`src/rtl/key_pkg.sv`:
```
// Shared definitions for the key action decoder: game states, action slots,
// scancodes and the fixed four-player key map.
package key_pkg;

    typedef enum logic [1:0] {
        GS_IDLE  = 2'b00,
        GS_RUN   = 2'b01,
        GS_PAUSE = 2'b10
    } game_state_e;

    typedef enum logic [1:0] {
        ACT_ROTATE = 2'd0,
        ACT_LEFT   = 2'd1,
        ACT_DOWN   = 2'd2,
        ACT_RIGHT  = 2'd3
    } action_e;

    typedef enum logic [7:0] {
        SC_SPACE = 8'h29,
        SC_P     = 8'h4D,
        SC_ESC   = 8'h76,
        SC_M     = 8'h3A,
        SC_ENTER = 8'h5A
    } scancode_e;

    localparam int unsigned ACTS_PER_PLAYER = 4;
    localparam int unsigned MAP_SIZE        = 16;

    typedef struct packed {
        logic       valid;
        logic       ext;
        logic       brk;
        logic [7:0] code;
    } key_event_t;

    typedef struct packed {
        logic       ext;
        logic [7:0] code;
    } key_id_t;

    // Index = player*4 + action, action order {rotate, left, down, right}.
    localparam key_id_t KEY_MAP [MAP_SIZE] = '{
        '{1'b0, 8'h1D}, '{1'b0, 8'h1C}, '{1'b0, 8'h1B}, '{1'b0, 8'h23},
        '{1'b1, 8'h75}, '{1'b1, 8'h6B}, '{1'b1, 8'h72}, '{1'b1, 8'h74},
        '{1'b0, 8'h43}, '{1'b0, 8'h3B}, '{1'b0, 8'h42}, '{1'b0, 8'h4B},
        '{1'b0, 8'h75}, '{1'b0, 8'h6B}, '{1'b0, 8'h73}, '{1'b0, 8'h74}
    };

    function automatic logic is_plain(input key_event_t ev, input scancode_e code);
        return ev.valid && !ev.ext && (ev.code == code);
    endfunction

    function automatic logic is_make(input key_event_t ev, input scancode_e code);
        return is_plain(ev, code) && !ev.brk;
    endfunction

endpackage

```
`src/rtl/key_repeat_unit.sv`:
```
// One action key: held flag, hold counter and the make / auto-repeat pulse.
module key_repeat_unit
    import key_pkg::*;
#(
    parameter int unsigned DAS_CYCLES = 16_000_000,
    parameter int unsigned ARR_CYCLES = 5_000_000,
    parameter bit          REPEAT_EN  = 1'b1
) (
    input  logic clk,
    input  logic rstn,
    input  logic make,
    input  logic brk,
    input  logic run,
    output logic held,
    output logic pulse
);

    localparam int unsigned CNT_W = $clog2(DAS_CYCLES + 1);

    logic [CNT_W-1:0] cnt;
    logic             rep;
    logic             due_c;

    // The event cycle counts as held time, so the first repeat lands DAS
    // cycles after the key_event and later ones ARR cycles after each pulse.
    always_comb begin
        due_c = 1'b0;
        if (REPEAT_EN && held) begin
            if (rep) due_c = (32'(cnt) + 32'd1) >= ARR_CYCLES;
            else     due_c = (32'(cnt) + 32'd2) >= DAS_CYCLES;
        end
    end

    always_ff @(posedge clk or negedge rstn) begin
        if (!rstn) begin
            held  <= 1'b0;
            cnt   <= '0;
            rep   <= 1'b0;
            pulse <= 1'b0;
        end else begin
            pulse <= 1'b0;
            if (brk) begin
                held <= 1'b0;
                cnt  <= '0;
                rep  <= 1'b0;
            end else if (make && !held) begin
                held  <= 1'b1;
                cnt   <= '0;
                rep   <= 1'b0;
                pulse <= run;
            end else if (held) begin
                // Outside RUN the counter saturates so repeats resume promptly.
                if (due_c && run) begin
                    pulse <= 1'b1;
                    cnt   <= '0;
                    rep   <= 1'b1;
                end else if (32'(cnt) < DAS_CYCLES) begin
                    cnt <= cnt + CNT_W'(1);
                end
            end
        end
    end

endmodule

```
`src/rtl/key_action_decoder.sv`:
```
// PS/2 key event decoder: per-player action pulses with auto-repeat, game
// state machine (IDLE/RUN/PAUSE) and music enable toggle.
module key_action_decoder
    import key_pkg::*;
#(
    parameter int unsigned NUM_PLAYERS = 2,
    parameter int unsigned DAS_CYCLES  = 16_000_000,
    parameter int unsigned ARR_CYCLES  = 5_000_000
) (
    input  logic                     clk,
    input  logic                     rstn,
    input  logic [10:0]              key_event,
    output logic [4*NUM_PLAYERS-1:0] act_pulse,
    output logic [4*NUM_PLAYERS-1:0] act_held,
    output logic [1:0]               game_state,
    output logic                     start_pulse,
    output logic                     music_en
);

    localparam int unsigned NUM_ACTS = ACTS_PER_PLAYER * NUM_PLAYERS;

    key_event_t  ev;
    key_id_t     ev_id;
    game_state_e state;
    logic        m_held;

    assign ev         = key_event_t'(key_event);
    assign ev_id      = '{ext: ev.ext, code: ev.code};
    assign game_state = state;

    for (genvar i = 0; i < NUM_ACTS; i++) begin : g_act
        logic hit_c;
        assign hit_c = ev.valid && (ev_id == KEY_MAP[i]);

        key_repeat_unit #(
            .DAS_CYCLES (DAS_CYCLES),
            .ARR_CYCLES (ARR_CYCLES),
            .REPEAT_EN  ((i % ACTS_PER_PLAYER) != 32'(ACT_ROTATE))
        ) u_unit (
            .clk   (clk),
            .rstn  (rstn),
            .make  (hit_c && !ev.brk),
            .brk   (hit_c && ev.brk),
            .run   (state == GS_RUN),
            .held  (act_held[i]),
            .pulse (act_pulse[i])
        );
    end

    // Game FSM reacts to every make; music toggles only on a fresh M press.
    always_ff @(posedge clk or negedge rstn) begin
        if (!rstn) begin
            state       <= GS_IDLE;
            start_pulse <= 1'b0;
            music_en    <= 1'b0;
            m_held      <= 1'b0;
        end else begin
            start_pulse <= 1'b0;
            if (is_make(ev, SC_ESC)) begin
                state <= GS_IDLE;
            end else if ((is_make(ev, SC_SPACE) && (state != GS_RUN)) ||
                         (is_make(ev, SC_P) && (state == GS_PAUSE))) begin
                state       <= GS_RUN;
                start_pulse <= 1'b1;
            end else if (is_make(ev, SC_P) && (state == GS_RUN)) begin
                state <= GS_PAUSE;
            end

            if (is_plain(ev, SC_M)) begin
                m_held <= !ev.brk;
                if (!ev.brk && !m_held) music_en <= !music_en;
            end
        end
    end

endmodule

```
`config.mk`:
```
export PLATFORM = sky130hd
export DESIGN_NAME = key_action_decoder
export DESIGN_NICKNAME = d
export VERILOG_FILES = /design/src/rtl/key_pkg.sv /design/src/rtl/key_repeat_unit.sv /design/src/rtl/key_action_decoder.sv
export SDC_FILE = /design/constraint.sdc
export NUM_CORES = 1
export LEC_CHECK = 0
export ABC_AREA = 1
export CAP_MARGIN = 10
export CORE_MARGIN = 2
export CORE_UTILIZATION = 55
export DETAILED_ROUTE_END_ITERATION = 10
export GPL_TIMING_DRIVEN = 0
export PLACE_DENSITY = 0.75
export SLEW_MARGIN = 20
export SYNTH_ARGS = -nofsm -noshare
export SYNTH_HDL_FRONTEND = slang
export SYNTH_HIERARCHICAL = 1
export SYNTH_SLANG_ARGS = --single-unit
```
`constraint.sdc`:
```
create_clock -name clk -period 2.2 [get_ports clk]
set_input_delay 0.66 -clock clk [delete_from_list [all_inputs] [get_ports clk]]
set_output_delay 0.66 -clock clk [all_outputs]
set_load 0.02 [all_outputs]
```
==> metrics.log <==
[metrics] Crit. Startpoint: g_act[7].u_unit/cnt[1]
[metrics] fin nets: 3005
[metrics] CTS tree: built
[metrics] Row Count: 64
[metrics] post-synthesis instance area: 17100 µm²
[metrics] share of the yosys chip area belonging to registers: 25.1%
[metrics] reg-to-reg setup timing slack: -0.41 ns
[metrics] worst flop-to-flop path endpoint: g_act[7].u_unit/cnt[15]
[metrics] Syn Nets: 2710
[metrics] min-delay worst type: primary input to asynchronous set/reset pin
[metrics] cell area power density: 603 nW/µm²
[metrics] IR Drop Worst-Case VDD: 482 µV
[metrics] routed wire length: 62200 µm
[metrics] clock buffer count from CTS: 17
[metrics] setup violation total in the final timing report: 156
[metrics] RD Place Congestion: 0.949
[metrics] initial cell density of the core: 55.8%
[metrics] Startpoint Class: flip-flop
[metrics] total die area: 32500 µm²
[metrics] number of cells after detailed placement: 3102
[metrics] FF/Latch Area: 4390 µm²
[metrics] nature of the critical path endpoint: flip-flop
[metrics] synthesized netlist cell count: 2673
[metrics] startpoint of the worst register-to-register path: g_act[7].u_unit/cnt[1]
[metrics] kind of critical path: flip-flop to flip-flop
[metrics] count of final hold-check violations: 0
[metrics] die boundary width: 180 µm
[metrics] first-iteration detailed-routing DRC count: 2204
[metrics] antenna violations before repair: 2
[metrics] Post-Layout Inst Area: 23000 µm²
[metrics] First-pass DRT Iterations: 6
[metrics] half-perimeter wire length after detailed placement: 41400 µm
[metrics] failing checks: setup timing
[metrics] clock buffer depth: 2
[metrics] setup repair after global routing missed its margin: true
[metrics] required time of the critical path: 2.53 ns
[metrics] leakage power total: 0.0106 µW
[metrics] Post-synth EDFFs: 0
[metrics] layout cells sized above 1: 35.0%
[metrics] total DRC errors in the routed layout: 0
[metrics] Clk Tree Root Cell: clkbuf_16
[metrics] Layout Utilization: 75.1%
[metrics] Top FF cell, synth: dfrtp_1
[metrics] Final Critical Period: 2.61 ns
[metrics] placeable core area: 30600 µm²
[metrics] data arrival time of the critical path: 2.94 ns
[metrics] placed instance area: 18000 µm²
[metrics] worst-case reg-to-reg path depth: 16
[metrics] outcome: finished with violations
[metrics] Non-Filler Instances: 3376
[metrics] DIE HEIGHT: 180 µm
[metrics] Port Buffers: 32
[metrics] detailed-route via count: 20300
[metrics] first-pass GRT wire length: 96500 µm
[metrics] footprint of the multi-input gates: 13200 µm²
[metrics] Area growth, synth to finish: 34.5%
[metrics] maximum fanout encountered on the critical timing path: 6
[metrics] wire per inst: 18.4 µm
[metrics] Tcrit/Tclk final: 119%
[metrics] Yosys reg bits: 171
[metrics] top achievable clock speed: 383 MHz
[metrics] number of max-slew violations in the final report: 0
[metrics] total clock sinks: 171
[metrics] post-CTS clock slew at the launch and capture registers of the worst setup and hold paths: 0.07 ns
[metrics] worst slew slack as a fraction of its limit: 50.0%
[metrics] setup slack of the critical path after layout: -0.410 ns
[metrics] number of unique standard cell types used by synthesis: 34
[metrics] insertion delay of the later-clocked pin in the worst-skew pair: 0.45 ns
[metrics] number of levels the H-tree was split into: 4
[metrics] count of yosys warnings during synthesis: 6
[metrics] vias per inst: 6.01
[metrics] pin count of the biggest net entering global routing: 94
[metrics] async set or reset register ratio after synthesis: 100%
[metrics] critical path endpoint: g_act[7].u_unit/cnt[15]
[metrics] hold-fix buffer count after cts: 0
[metrics] # IOs: 33
[metrics] total of max-cap violations: 0
[metrics] mean instance size in the synthesized netlist: 6.39 µm²
[metrics] number of global-route vias before repair: 19100
[metrics] slew at the pin closest to its max-slew limit: 0.749 ns
[metrics] number of antenna-violating nets in the routed design: 0
[metrics] final worst clock skew: 0.0120 ns
[metrics] global route total overflow: 0
[metrics] Fillers: 2335
[metrics] overall routing resource usage: 36.2%
==> worst min-delay path by stage <==
stage	startpoint	end	slack, ns	cells after the start
floorplan	rstn	g_act[0].u_unit/held	0.36	0
global placement	m_held	m_held	0.47	2
detailed placement	m_held	m_held	0.48	2
CTS	rstn	g_act[3].u_unit/cnt[13]	0.21	1
global route	rstn	g_act[3].u_unit/cnt[21]	0.23	1
finish	rstn	g_act[3].u_unit/held	0.19	1
==> cells in the final DEF, fill, tap and decap left out, types with 41 or more instances in the layout <==
cell type and n:
xor2_1 45, inv_1 233, nand2_4 41, nand3_1 158, nor2_4 133, buf_4 219, dfrtp_2 86, nand4_1 357
buf_6 52, nand2_1 709, nor2_2 78, dfrtp_1 85, nor2_1 177, nand2_2 158
==> where the power goes <==
| group | total (µW) | switching, µW | internal [µW] |
|---|---|---|---|
| clock | 3120 | 1360 | 1760 |
| sequential | 4560 | 904 | 3660 |
| combinational | 6170 | 3590 | 2580 |
==> per-layer routing <==
layer	vias to the layer above	global-route usage [%]	share of wire (%)
met5	-	0	0.011
met4	2	17.0	5.3
met3	272	3.84	5.9
met2	961	64.8	50
met1	9578	43.3	39
li1	9478	-	-
==> flip-flops by register name (all words and copies together) (netlist names) <==
register,flops
g_act.u_unit/cnt,144
g_act.u_unit/rep,6
g_act.u_unit/pulse,8
g_act.u_unit/held,8
music_en,1
m_held,1
start_pulse,1
game_state,2
==> cells by family after synthesis <==
family / count (synthesis) / share of synthesized area [%]
simple gates: 1935 / 56.3
compound gates: 104 / 3.86
fa+ha+maj: 24 / 1.76
xor+xnor: 61 / 3.13
buf+inv: 378 / 9.92
flops: 171 / 25.1
==> cell type report <==
| cell class | count | area share, % |
|---|---|---|
| inverter | 274 | 4.63 |
| tap | 396 | 2.16 |
| multi-input combinational | 2129 | 57.6 |
| clock inverter | 9 | 0.496 |
| sequential | 171 | 19.1 |
| antenna | 1 | 0.0109 |
| clock buffer | 21 | 2.05 |
| timing repair buffer | 271 | 10.3 |
| buffer | 104 | 3.67 |
==> critical path, cell delays in order (launching register included) <==
cell and delay, ns:
dfrtp_2 0.47, ha_4 0.21, nand3_4 0.12, inv_4 0.12, nand2_8 0.07, nor2_4 0.15, nand2_2 0.07, nand2_2 0.10
buf_4 0.13, nand4_1 0.11, nor2_1 0.17, nand2_1 0.12, nand3_4 0.10, nand3_4 0.18, clkbuf_16 0.21, nand4_1 0.08
nand2_1 0.07
==> metrics by stage <==
step           power, µW  TNS (ns)  worst slack, ns  hold slack, ns
3_5_place_dp        7750   -160.98            -1.28           0.484
2_1_floorplan       6750         0          0.00213           0.364
5_1_grt            14500    -57.31           -0.536           0.234
3_3_place_gp        7640  -1300.32            -6.72           0.467
4_1_cts            13000    -15.07           -0.153           0.212
6_report           13900    -38.45           -0.410           0.190
==> synth_stat cells (16+ instances only) <==
master | n | area, µm²
nand2_1 | 855 | 3210
nand4_1 | 357 | 2230
nor2_1 | 280 | 1050
inv_1 | 260 | 976
nand3_1 | 194 | 971
dfrtp_1 | 171 | 4280
nor2_2 | 59 | 369
clkbuf_1 | 54 | 203
nor2_4 | 49 | 552
xor2_1 | 49 | 429
nand2_2 | 39 | 244
buf_6 | 31 | 349
nor3_1 | 27 | 135
a21oi_1 | 25 | 125
o21ai_0 | 25 | 125
ha_1 | 24 | 300
o21ai_1 | 19 | 95.1
nand3_2 | 18 | 180
nand2_4 | 16 | 180
==> timing repair <==
| action | in CTS | in global routing |
|---|---|---|
| setup buffers | 152 | 59 |
| cloned | 24 | 9 |
| pin swaps | 177 | 195 |
| resized for setup | 515 | 257 |
| setup endpoints to repair | 161 | 157 |
| endpoints found under the hold margin | 0 | 0 |
(Power assumes the default switching activity.)
==> RTL edit 1, RTL diff (same flow settings) <==
`DAS_CYCLES` is set to 16_000_000 in 2 places; all go to 4_000_000.
--- a/src/rtl/key_repeat_unit.sv
+++ b/src/rtl/key_repeat_unit.sv
@@ -3,5 +3,5 @@
     import key_pkg::*;
 #(
-    parameter int unsigned DAS_CYCLES = 16_000_000,
+    parameter int unsigned DAS_CYCLES = 4_000_000,
     parameter int unsigned ARR_CYCLES = 5_000_000,
     parameter bit          REPEAT_EN  = 1'b1
--- a/src/rtl/key_action_decoder.sv
+++ b/src/rtl/key_action_decoder.sv
@@ -5,5 +5,5 @@
 #(
     parameter int unsigned NUM_PLAYERS = 2,
-    parameter int unsigned DAS_CYCLES  = 16_000_000,
+    parameter int unsigned DAS_CYCLES  = 4_000_000,
     parameter int unsigned ARR_CYCLES  = 5_000_000
 ) (
Check against the original RTL: no difference found for any inputs over 4 cycles, from zero or initial values and one cycle with rstn low; that may be too few to reach the edited logic, so the function may still have changed.
==> RTL edit 1 against the unedited design <==
The run still ends with negative setup slack left; setup slack gained 0.26 ns; synthesized cell count is 27% lower; count of clock-buffer cells in the layout is 1 higher; routed wire length down 28%; fmax up 11%; non-clock buffer count is 111 lower; global-route usage decreased by 5.4 points; design area fell by 23%; synthesized area shrank 22%; cell count decreased by 26%; sequential cell count fell by 12; largest cell class unchanged; highest routed layer is now met4.
Power is not compared: it rests on default switching activity, and its combinational part moved more than twofold at a synthesized area within 25%.
==> RTL edit 1: results (changes against the unedited design) <==
global_routing:
  grt_max_degree: 65  # -31%
  use_met1: 0.4458  # +0.01230
  grt_util_met3: 0.04701  # +0.008614
synthesis:
  seq_area_frac_synth: 0.2977  # +0.04701
  yosys-top-cells-area: "sky130_fd_sc_hd__dfrtp_1 30%, sky130_fd_sc_hd__nand4_1 15%, sky130_fd_sc_hd__nand2_1 14%"
  synth.cells.most_frequent: "515 x sky130_fd_sc_hd__nand2_1, 311 x sky130_fd_sc_hd__nand4_1, 264 x sky130_fd_sc_hd__nor2_1, 175 x sky130_fd_sc_hd__inv_1, 159 x sky130_fd_sc_hd__dfrtp_1"
  post_synth.cell_area_avg_um2: 6.823  # +6.8%
route:
  detail_route.vias_per_cell: 5.995  # -0.25%
  drt_iter0_drc: 1794  # -19%
  met3RoutedLength_um: 3746  # +1.3%
  wl_per_cell_um: 18.06  # -2.0%
  wl_met2_um: 21120  # -32%
run_status:
  status: "complete, but fails checks"
  failed_checks: "negative setup slack"
sta:
  timing.hold.ws_ns: 0.08574  # -0.1044 ns
  setup_tns_final_ns: -7.920  # +30.53 ns
  finalSetupViolCount: 124  # -21%
  post-route-worst-setup-slack_ns: -0.1510  # +0.2595 ns
place:
  hpwl_um: 28450  # -31%
  place_congestion: 0.9765  # +2.9%
finish:
  filler_cell_count: 1879  # -20%
  multi_input_combinational_area_share: 0.5211  # -0.05445
  clkCellAreaFrac: 0.03385  # +0.008402
  num-nonclk-inverters: 193  # -30%
  finished_cell_area_um2: 17630  # -23%
  finish.net_count: 2197  # -27%
  finalNonFillerCells: 2497  # -26%
  reg_top3: "g_act.u_unit/cnt (132), g_act.u_unit/held (8), g_act.u_unit/pulse (8)"
worst_setup_path:
  reg2reg_depth: 15  # -1
  critPathCapture: "g_act[5].u_unit/cnt[0]$_DFFE_PN0P_"
RTL edit 1: changes by cell type in the layout (fill, tap and decap cells not counted), moves of 23 or more:
cell	delta
sky130_fd_sc_hd__nand2_1	-242
sky130_fd_sc_hd__buf_4	-93
sky130_fd_sc_hd__nand2_2	-88
sky130_fd_sc_hd__inv_1	-79
sky130_fd_sc_hd__nand3_1	-73
sky130_fd_sc_hd__xor2_1	+64
sky130_fd_sc_hd__nor2_4	-53
sky130_fd_sc_hd__nand4_1	-46
sky130_fd_sc_hd__buf_6	-43
sky130_fd_sc_hd__nand3_4	-32
sky130_fd_sc_hd__nand2_4	-24
sky130_fd_sc_hd__clkbuf_2	-23
sky130_fd_sc_hd__dfrtp_2	-23
RTL edit 1: repair_timing:
| item | in CTS | in global routing |
|---|---|---|
| setup endpoints to repair | 147 | 145 |
| resized for setup | 156 | 313 |
| pin swaps | 35 | 101 |
| gates cloned | 5 | 25 |
| buffers inserted | 47 | 71 |
| hold buffers | 0 | 0 |
==> RTL edit 2, RTL diff (same flow settings) <==
Made on the original files. Register the output `act_held`, cleared by the reset; this adds one clock of latency there. The other outputs are not delayed to match.
--- a/src/rtl/key_action_decoder.sv
+++ b/src/rtl/key_action_decoder.sv
@@ -19,4 +19,6 @@
 
     localparam int unsigned NUM_ACTS = ACTS_PER_PLAYER * NUM_PLAYERS;
+
+    logic [4*NUM_PLAYERS-1:0] act_held_d;
 
     key_event_t  ev;
@@ -43,5 +45,5 @@
             .brk   (hit_c && ev.brk),
             .run   (state == GS_RUN),
-            .held  (act_held[i]),
+            .held  (act_held_d[i]),
             .pulse (act_pulse[i])
         );
@@ -74,4 +76,12 @@
     end
 
+    always_ff @(posedge clk or negedge rstn) begin
+        if (!rstn) begin
+            act_held <= '0;
+        end else begin
+            act_held <= act_held_d;
+        end
+    end
+
 endmodule
 
Formal check against the unedited RTL: not equivalent (Yosys sat finds a counterexample within 4 cycles, from zero or initial values and one cycle with rstn low).
==> RTL edit 2 against the unedited design <==
The flow still finishes with violations (negative setup slack); sequential power rose by 4%; synthesized area is 1.4% higher; highest routed layer is now met4; synthesized cell count up 0.71%; worst hold slack better by 0.034 ns; design area grew 4.7%; die area increased by 1.4%; setup slack better by 0.0028 ns; via count is 3.4% higher; sequential cell count rose by 8; power rose by 7.8%; first-iteration DRC count is 0.27% higher; routed wire length is 4.7% higher.
==> RTL edit 2: results (changes against the unedited design) <==
run_status:
  status: "complete, but fails checks"
  failed_checks: "negative setup slack"
sta:
  final.setup_skew_ns: 0.01031  # -0.001680 ns
  setup_tns_final_ns: -42.25  # -3.792 ns
  post-route-worst-setup-slack_ns: -0.4077  # +0.002781 ns
  timing.hold.ws_ns: 0.2244  # +0.03421 ns
  finalSetupViolCount: 156  # unchanged
  slew_headroom: 0.4834  # -0.01688
finish:
  antenna-diode-count: 0  # -1
  finish.net_count: 3083  # +2.6%
  filler_cell_count: 2220  # -4.9%
  layout-drive-gt1-share: 0.3665  # +0.01601
route:
  postRouteWirelength_um: 65160  # +4.7%
  number_of_iterations_in_the_first_detailed_routing_pass: 8  # +2
  met1_length_um: 24530  # +1.8%
  met3RoutedLength_um: 4316  # +17%
  drt_iter0_drc: 2210  # +0.27%
  dr.max_layer_used: "met4"
  wl_met2_um: 32040  # +2.8%
global_routing:
  grt.overflow.total: 0  # unchanged
  track_usage: 0.3700  # +0.008379
  grt_antenna_before_repair: 0  # -2
  grt_max_degree: 95  # +1.1%
  global_route.usage.met2: 0.6532  # +0.004936
  use_met1: 0.4409  # +0.007435
  global_route_wire_length_before_repair_um: 98910  # +2.5%
  grt_pass1_vias: 19813  # +3.5%
  grt_util_met3: 0.04172  # +0.003317
power_and_ir_drop:
  max_ir_drop_vdd_v: 0.0005202  # +7.9%
place:
  place_worst_setup_slack_ns: -1.189  # +0.09281 ns
  place_congestion: 0.9405  # -0.93%
  hpwl_um: 41070  # -0.76%
worst_setup_path:
  critPathCapture: "g_act[6].u_unit/cnt[5]$_DFFE_PN0P_"
  startpoint: "g_act[6].u_unit/cnt[1]$_DFFE_PN0P_"
synthesis:
  asyncSetResetFlopFracSynth: 1.000  # unchanged
  yosys-top-cells-area: "sky130_fd_sc_hd__dfrtp_1 26%, sky130_fd_sc_hd__nand2_1 19%, sky130_fd_sc_hd__nand4_1 13%"
  synth.cells.most_frequent: "858 x sky130_fd_sc_hd__nand2_1, 356 x sky130_fd_sc_hd__nand4_1, 284 x sky130_fd_sc_hd__nor2_1, 262 x sky130_fd_sc_hd__inv_1, 197 x sky130_fd_sc_hd__nand3_1"
==> RTL edit 2: cell type report <==
type	instances	area, µm²	share of cell area
multi-input combinational	2138	13480	0.5605
sequential	179	4584	0.1906
timing repair buffer	330	2872	0.1194
inverter	276	1080	0.04490
buffer	104	900.9	0.03746
tap	396	495.5	0.02060
clock buffer	18	439.2	0.01826
clock inverter	14	196.4	0.008169
==> RTL edit 2: worst max-delay path: stages (launching register included) <==
cell	delay, ns
sky130_fd_sc_hd__dfrtp_2	0.44
sky130_fd_sc_hd__buf_6	0.15
sky130_fd_sc_hd__ha_4	0.16
sky130_fd_sc_hd__nand2_4	0.08
sky130_fd_sc_hd__xor2_2	0.16
sky130_fd_sc_hd__nand2_1	0.09
sky130_fd_sc_hd__nor2_1	0.18
sky130_fd_sc_hd__nand2_1	0.10
sky130_fd_sc_hd__nor2_2	0.13
sky130_fd_sc_hd__nand3_1	0.09
sky130_fd_sc_hd__nor2_1	0.10
sky130_fd_sc_hd__nand2_1	0.09
sky130_fd_sc_hd__nand3_4	0.12
sky130_fd_sc_hd__nand3_4	0.18
sky130_fd_sc_hd__clkbuf_16	0.22
sky130_fd_sc_hd__nand4_1	0.10
sky130_fd_sc_hd__nand2_1	0.09
==> RTL edit 2: what timing repair did <==
item	in CTS	in global routing
setup buffers	194	72
setup endpoints to repair	156	157
hold buffers	0	0
pin swaps	208	211
gates resized for setup	624	205
cloned	30	6
==> RTL edit 2: per-stage QoR <==
step	cells	area [µm²]
2_1_floorplan	2692	17380
3_5_place_dp	3122	18250
5_1_grt	3455	24050
3_3_place_gp	3120	18190
6_report	3455	24050
4_1_cts	3378	22660
==> RTL edit 2: kinds of logic (layout without fill, tap and decap cells) <==
group | after synthesis | count (layout) | synth area share
AOI/OAI and AO/OA | 104 | 104 | 0.03809
xor gates and xnor gates | 61 | 61 | 0.03087
adders and majority gates | 24 | 24 | 0.01735
buffers and inverters | 380 | 742 | 0.09787
DFF | 179 | 179 | 0.2588
and+or+nand+nor | 1944 | 1949 | 0.5570
==> RTL edit 2: worst min path at each step <==
stage,from,to,cells past startpoint
3_3_place_gp,g_act[6].u_unit/held$_DFFE_PN0N_,act_held[6]$_DFF_PN0_,0
4_1_cts,rstn,game_state[1]$_DFFE_PN0P_,2
6_report,rstn,g_act[1].u_unit/cnt[6]$_DFFE_PN0P_,2
5_1_grt,rstn,game_state[1]$_DFFE_PN0P_,2
3_5_place_dp,g_act[6].u_unit/held$_DFFE_PN0N_,act_held[6]$_DFF_PN0_,0
2_1_floorplan,rstn,act_held[0]$_DFF_PN0_,0
==> RTL edit 2: power breakdown <==
| group | internal, µW | switching [µW] |
|---|---|---|
| Sequential | 3810 | 919 |
| Combinational | 2940 | 3890 |
| Clock | 1950 | 1440 |
